### config.mk
export PLATFORM = sky130hd
export DESIGN_NAME = pipe_stall_ctrl
export DESIGN_NICKNAME = d
export VERILOG_FILES = /design/src/rtl/pipe_stall_ctrl.sv
export SDC_FILE = /design/constraint.sdc
export NUM_CORES = 1
export LEC_CHECK = 0
export CAP_MARGIN = 10
export CORE_ASPECT_RATIO = 1.5
export CORE_MARGIN = 4
export CORE_UTILIZATION = 55
export DETAILED_ROUTE_END_ITERATION = 16
export GPL_ROUTABILITY_DRIVEN = 1
export GPL_TIMING_DRIVEN = 0
export HOLD_SLACK_MARGIN = 0.06
export PLACE_DENSITY = 0.91
export REMOVE_ABC_BUFFERS = 1
export SYNTH_ARGS = -nofsm -noshare
export SYNTH_HDL_FRONTEND = slang
export SYNTH_SLANG_ARGS = --single-unit
export TNS_END_PERCENT = 5
### constraint.sdc
create_clock -name clk -period 3.4 [get_ports clk]
set_clock_uncertainty 0.1 [all_clocks]
set_input_delay 0.68 -clock clk [delete_from_list [all_inputs] [get_ports clk]]
set_output_delay 0.68 -clock clk [all_outputs]
set_load 0.01 [all_outputs]
### src/rtl/pipe_stall_ctrl.sv
// Central stall scheduler: merges load-use, divide and data-SRAM wait stalls into a
// thermometer stall bus, sequences the divider and flags SRAM wait timeouts.
module pipe_stall_ctrl #(
    parameter int STALL_W     = 6,
    parameter int DIV_CYCLES  = 32,
    parameter int MEM_TIMEOUT = 255
) (
    input  logic               clk,
    input  logic               rst,
    input  logic               flush,
    input  logic               stallreq_id,
    input  logic               div_start,
    input  logic               mem_req,
    input  logic               mem_ack,
    output logic [STALL_W-1:0] stall,
    output logic               div_busy,
    output logic               div_done,
    output logic               mem_timeout,
    output logic [31:0]        stall_cycles
);

    localparam int DCW = (DIV_CYCLES > 2) ? $clog2(DIV_CYCLES) : 1;
    localparam int WCW = $clog2(MEM_TIMEOUT + 1);
    localparam logic [DCW-1:0] DIV_LOAD = DCW'(DIV_CYCLES - 1);
    localparam logic [WCW-1:0] WAIT_MAX = WCW'(MEM_TIMEOUT);

    typedef enum logic [1:0] {
        DIV_IDLE = 2'd0,
        DIV_BUSY = 2'd1,
        DIV_DONE = 2'd2
    } div_state_t;

    typedef enum logic {
        MEM_IDLE = 1'b0,
        MEM_WAIT = 1'b1
    } mem_state_t;

    div_state_t     div_state_q;
    logic [DCW-1:0] div_cnt_q;
    mem_state_t     mem_state_q;
    logic [WCW-1:0] wait_cnt_q;
    logic [31:0]    stall_cycles_q;
    logic [31:0]    stall_cycles_d;

    logic mem_stall;
    logic div_stall;
    logic id_stall;

    assign mem_stall = mem_req & ~mem_ack;
    assign div_stall = (div_state_q == DIV_BUSY);
    assign id_stall  = stallreq_id & ~flush;

    // Deeper sources freeze a superset of stages, so each bit is a plain OR of
    // the sources that reach that depth; WB and beyond never stall.
    genvar gi;
    generate
        for (gi = 0; gi < STALL_W; gi++) begin : g_stall
            if (gi <= 2) begin : g_front
                assign stall[gi] = mem_stall | div_stall | id_stall;
            end else if (gi == 3) begin : g_ex
                assign stall[gi] = mem_stall | div_stall;
            end else if (gi == 4) begin : g_mem
                assign stall[gi] = mem_stall;
            end else begin : g_back
                assign stall[gi] = 1'b0;
            end
        end
    endgenerate

    // Divide sequencer; the count keeps running even while MEM freezes EX.
    always_ff @(posedge clk) begin
        if (rst || flush) begin
            div_state_q <= DIV_IDLE;
            div_cnt_q   <= '0;
        end else begin
            case (div_state_q)
                DIV_IDLE: begin
                    if (div_start) begin
                        div_state_q <= DIV_BUSY;
                        div_cnt_q   <= DIV_LOAD;
                    end
                end
                DIV_BUSY: begin
                    if (div_cnt_q == DCW'(1)) begin
                        div_state_q <= DIV_DONE;
                        div_cnt_q   <= '0;
                    end else begin
                        div_cnt_q <= div_cnt_q - DCW'(1);
                    end
                end
                DIV_DONE: begin
                    if (!mem_stall) begin
                        div_state_q <= DIV_IDLE;
                    end
                end
                default: begin
                    div_state_q <= DIV_IDLE;
                    div_cnt_q   <= '0;
                end
            endcase
        end
    end

    // SRAM wait tracker; a timeout drops back to IDLE so a persisting request re-arms.
    always_ff @(posedge clk) begin
        if (rst) begin
            mem_state_q <= MEM_IDLE;
            wait_cnt_q  <= '0;
        end else begin
            case (mem_state_q)
                MEM_IDLE: begin
                    if (mem_stall) begin
                        mem_state_q <= MEM_WAIT;
                        wait_cnt_q  <= WCW'(1);
                    end
                end
                MEM_WAIT: begin
                    if (!mem_stall || (wait_cnt_q == WAIT_MAX)) begin
                        mem_state_q <= MEM_IDLE;
                        wait_cnt_q  <= '0;
                    end else begin
                        wait_cnt_q <= wait_cnt_q + WCW'(1);
                    end
                end
                default: begin
                    mem_state_q <= MEM_IDLE;
                    wait_cnt_q  <= '0;
                end
            endcase
        end
    end

    always_comb begin
        stall_cycles_d = stall_cycles_q;
        if (stall[0] && (stall_cycles_q != 32'hFFFF_FFFF)) begin
            stall_cycles_d = stall_cycles_q + 32'd1;
        end
    end

    always_ff @(posedge clk) begin
        if (rst) begin
            stall_cycles_q <= '0;
        end else begin
            stall_cycles_q <= stall_cycles_d;
        end
    end

    assign div_busy     = (div_state_q == DIV_BUSY);
    assign div_done     = (div_state_q == DIV_DONE);
    assign mem_timeout  = (mem_state_q == MEM_WAIT) && (wait_cnt_q == WAIT_MAX) && mem_stall;
    assign stall_cycles = stall_cycles_q;

endmodule

==> reports/summary.txt <==
outcome -> finished, final reports clean
Setup Buffers After CTS -> 0
Initial Utilization -> 0.579
clk sinks -> 48
worst setup path class -> in -> out
total gr overflow -> 0
syn avg cell area -> 8.32 um^2
wire length per cell -> 15.2 um
layout cells sized above 1 -> 0.0774
WP data required -> 2.62 ns
CTS tree -> done
crit path max fanout -> 7
via count -> 2407
EDFF count, synth -> 0
Place WS -> 0.149 ns
CP Launch Point -> mem_ack
Clk pin slew, worst setup/hold paths -> 0.08 ns
post-CTS resize count -> 0
slew margin rel. -> 0.331
antenna cells -> 0
Reg-to-Reg End -> stall_cycles[12]
Crit. End Element -> output port
area share of the largest cell type after synthesis -> 0.388
Highest Clock Rate -> 0.309 GHz
worst setup margin -> 0.161 ns
CTS Hold Bufs -> 0
Port Buffer Count -> 46
htree depth -> 2
area grow syn2layout -> 22.5%
Mapped Area -> 2480 um^2
sw power -> 243 uW
vias in the first global route -> 2313
fillers -> 335
Synth area leader -> dfxtp_1
Critical Path Stages -> 6
dpl hpwl -> 4160 um
Pins Over Slew Limit -> 0
min Tclk post-route -> 3.24 ns
CP max stage cell -> clkdlybuf4s50_1
initial antenna violation count -> 0
nets -> 347
CP arrival -> 2.46 ns
Cell Chain, Critical Path -> clkdlybuf4s50_1 > nand2b_1 > inv_2 > nand2_1 > nor4_1 > clkdlybuf4s50_1
Die Wd -> 62.8 um
Inst Count DP -> 375
Syn Inst Count -> 298
r2r worst-path depth -> 6
delay-heaviest family, CP -> buffers and inverters
Least-Margin Pin Slew -> 0.990 ns
total design power -> 1150 uW
DRC errors left -> 0
fin cells -> 382
slowest stage delay, CP -> 0.59 ns
WP buf/inv -> 3
fraction of registers with async set/reset -> 0
drt first pass iters -> 5
crit path launch type -> input pin
cell mode on critical path -> clkdlybuf4s50_1
max-cap check violation count -> 0
Die Span Y -> 90.2 um
ANT nets after route -> 0
Clock Power Share -> 0.412
Worst R2R Setup Slack -> 0.85 ns
RR Startpoint -> stall_cycles[0]
setup TNS -> 0 ns
initial detailed-routing violation count -> 118
Clock Latency Late Sink -> 0.30 ns
final setup fails -> 0
internal power -> 903 uW
dominant cells by area after synthesis -> dfxtp_1, a21oi_1, or3_1, o21ai_0, nor2_1
most frequent cell after synthesis -> dfxtp_1
Most used DFF post-synth -> dfxtp_1
worst vdd ir -> 0.334 mV
overall die area -> 5670 um^2
vias per std cell -> 6.30
unrepaired setup endpoints after global routing -> false
share of power burned in registers -> 0.509
Tcrit/Tclk final -> 0.953
clock buffer depth -> 2
Power Density -> 377 nW/um^2
GP Congestion -> 0.855
All-Layer GR Usage -> 0.209
Root Buffer -> clkbuf_8
worst setup path endpoint -> mem_timeout
register bit total from synthesis -> 48
Final Hold Fails -> 0
Hold WS -> 0.396 ns
Sw Ratio -> 0.212
Inserted Clock Buffers -> 5
Hold/Removal Path Class -> reg -> reg
warnings from Yosys -> 0
Synth top cells by count -> dfxtp_1, a21oi_1, nor2_1, nand2_1, o21ai_0
final WL -> 5800 um
site row count -> 29
Top-Level Pins -> 48
largest net degree at the start of global routing -> 51
first-pass GRT wire length -> 9980 um
Logic pwr share -> 0.078
Leak -> 0.00100 uW
part of the Yosys area used for sequential elements -> 0.388
core footprint -> 4280 um^2
Synth cell types -> 49
-- power groups by stage --
stage	registers, uW	clock network, uW	logic, uW
after floorplan	595	0	44.6
after global placement	596	0	86.6
after detailed placement	597	0	89.6
after CTS	583	479	90.0
after global routing	585	504	100
final	583	472	89.8
-- worst register-to-register path: cells and delay by family, from the launching register on --
kind / cells / cell delay, ns
flip-flops: 1 / 0.43
AO/OA/AOI/OAI: 2 / 0.87
adder cells (fa/ha/maj): 1 / 0.23
AND/OR/NAND/NOR: 3 / 0.77
-- sequential cells by signal, indices dropped and copies added (netlist names) --
| name | count |
|---|---|
| stall_cycles | 32 |
| wait_cnt_q | 8 |
| div_cnt_q | 5 |
| div_state_q | 2 |
| mem_state_q | 1 |
-- worst min-delay path by stage --
stage / start / to / cells past startpoint
after floorplan: wait_cnt_q[7] / wait_cnt_q[7] / 1
after global placement: wait_cnt_q[7] / wait_cnt_q[7] / 1
after detailed placement: wait_cnt_q[7] / wait_cnt_q[7] / 1
after CTS: wait_cnt_q[7] / wait_cnt_q[7] / 1
after global routing: wait_cnt_q[7] / wait_cnt_q[7] / 1
final: wait_cnt_q[7] / wait_cnt_q[7] / 1
-- cells in the final DEF, fill, tap and decap left out, types with 3 or more instances in the layout --
cell	count
nand4_1	10
and4_1	3
o31ai_1	6
nand3_1	13
mux2_2	5
o21ai_0	17
a31oi_1	4
a311oi_1	6
and2_1	3
nor2b_1	8
nand2_1	19
nor2_1	22
a21oi_1	28
dfxtp_1	48
or4_1	6
o22ai_1	3
xnor2_1	3
clkdlybuf4s50_1	45
ha_1	4
or3_1	16
inv_1	8
and3_1	5
nor3_1	6
and3_2	4
clkbuf_8	5
nand2b_1	7
-- cell families (layout without fill, tap and decap cells) --
| family | Yosys count | count (layout) | synth area share |
|---|---|---|---|
| compound gates | 80 | 80 | 0.204 |
| xor+xnor | 5 | 5 | 0.0177 |
| fa+ha+maj | 4 | 4 | 0.0202 |
| buf+inv | 24 | 62 | 0.0480 |
| flops | 48 | 48 | 0.388 |
| mux | 6 | 6 | 0.0268 |
| other cells | 1 | 1 | 0.00151 |
| simple gates | 130 | 130 | 0.294 |
-- through the flow --
stage | instance area [um^2] | util
floorplan | 2390 | -
global placement | 2910 | 0.680
detailed placement | 2910 | 0.679
CTS | 3040 | 0.709
global route | 3040 | 0.709
finish | 3040 | 0.709
-- routing by layer --
metal,track usage,vias to the layer above,share of wire
met3,0.0411,7,0.050
met1,0.217,1152,0.39
met5,0,-,0
met2,0.404,70,0.55
li1,-,1178,-
met4,0.0755,0,0.011
-- cell type report --
class                           count  area (um^2)  share of cell area
Timing Repair Buffer               46          455               0.150
Sequential cell                    48          961               0.317
Clock buffer                        5         68.8              0.0227
Clock inverter                      2         60.1              0.0198
Inverter                            9         33.8              0.0111
Tap cell                           46         57.6              0.0190
Multi-Input combinational cell    226         1400               0.461
No activity file was read; power rests on OpenSTA's default activity.
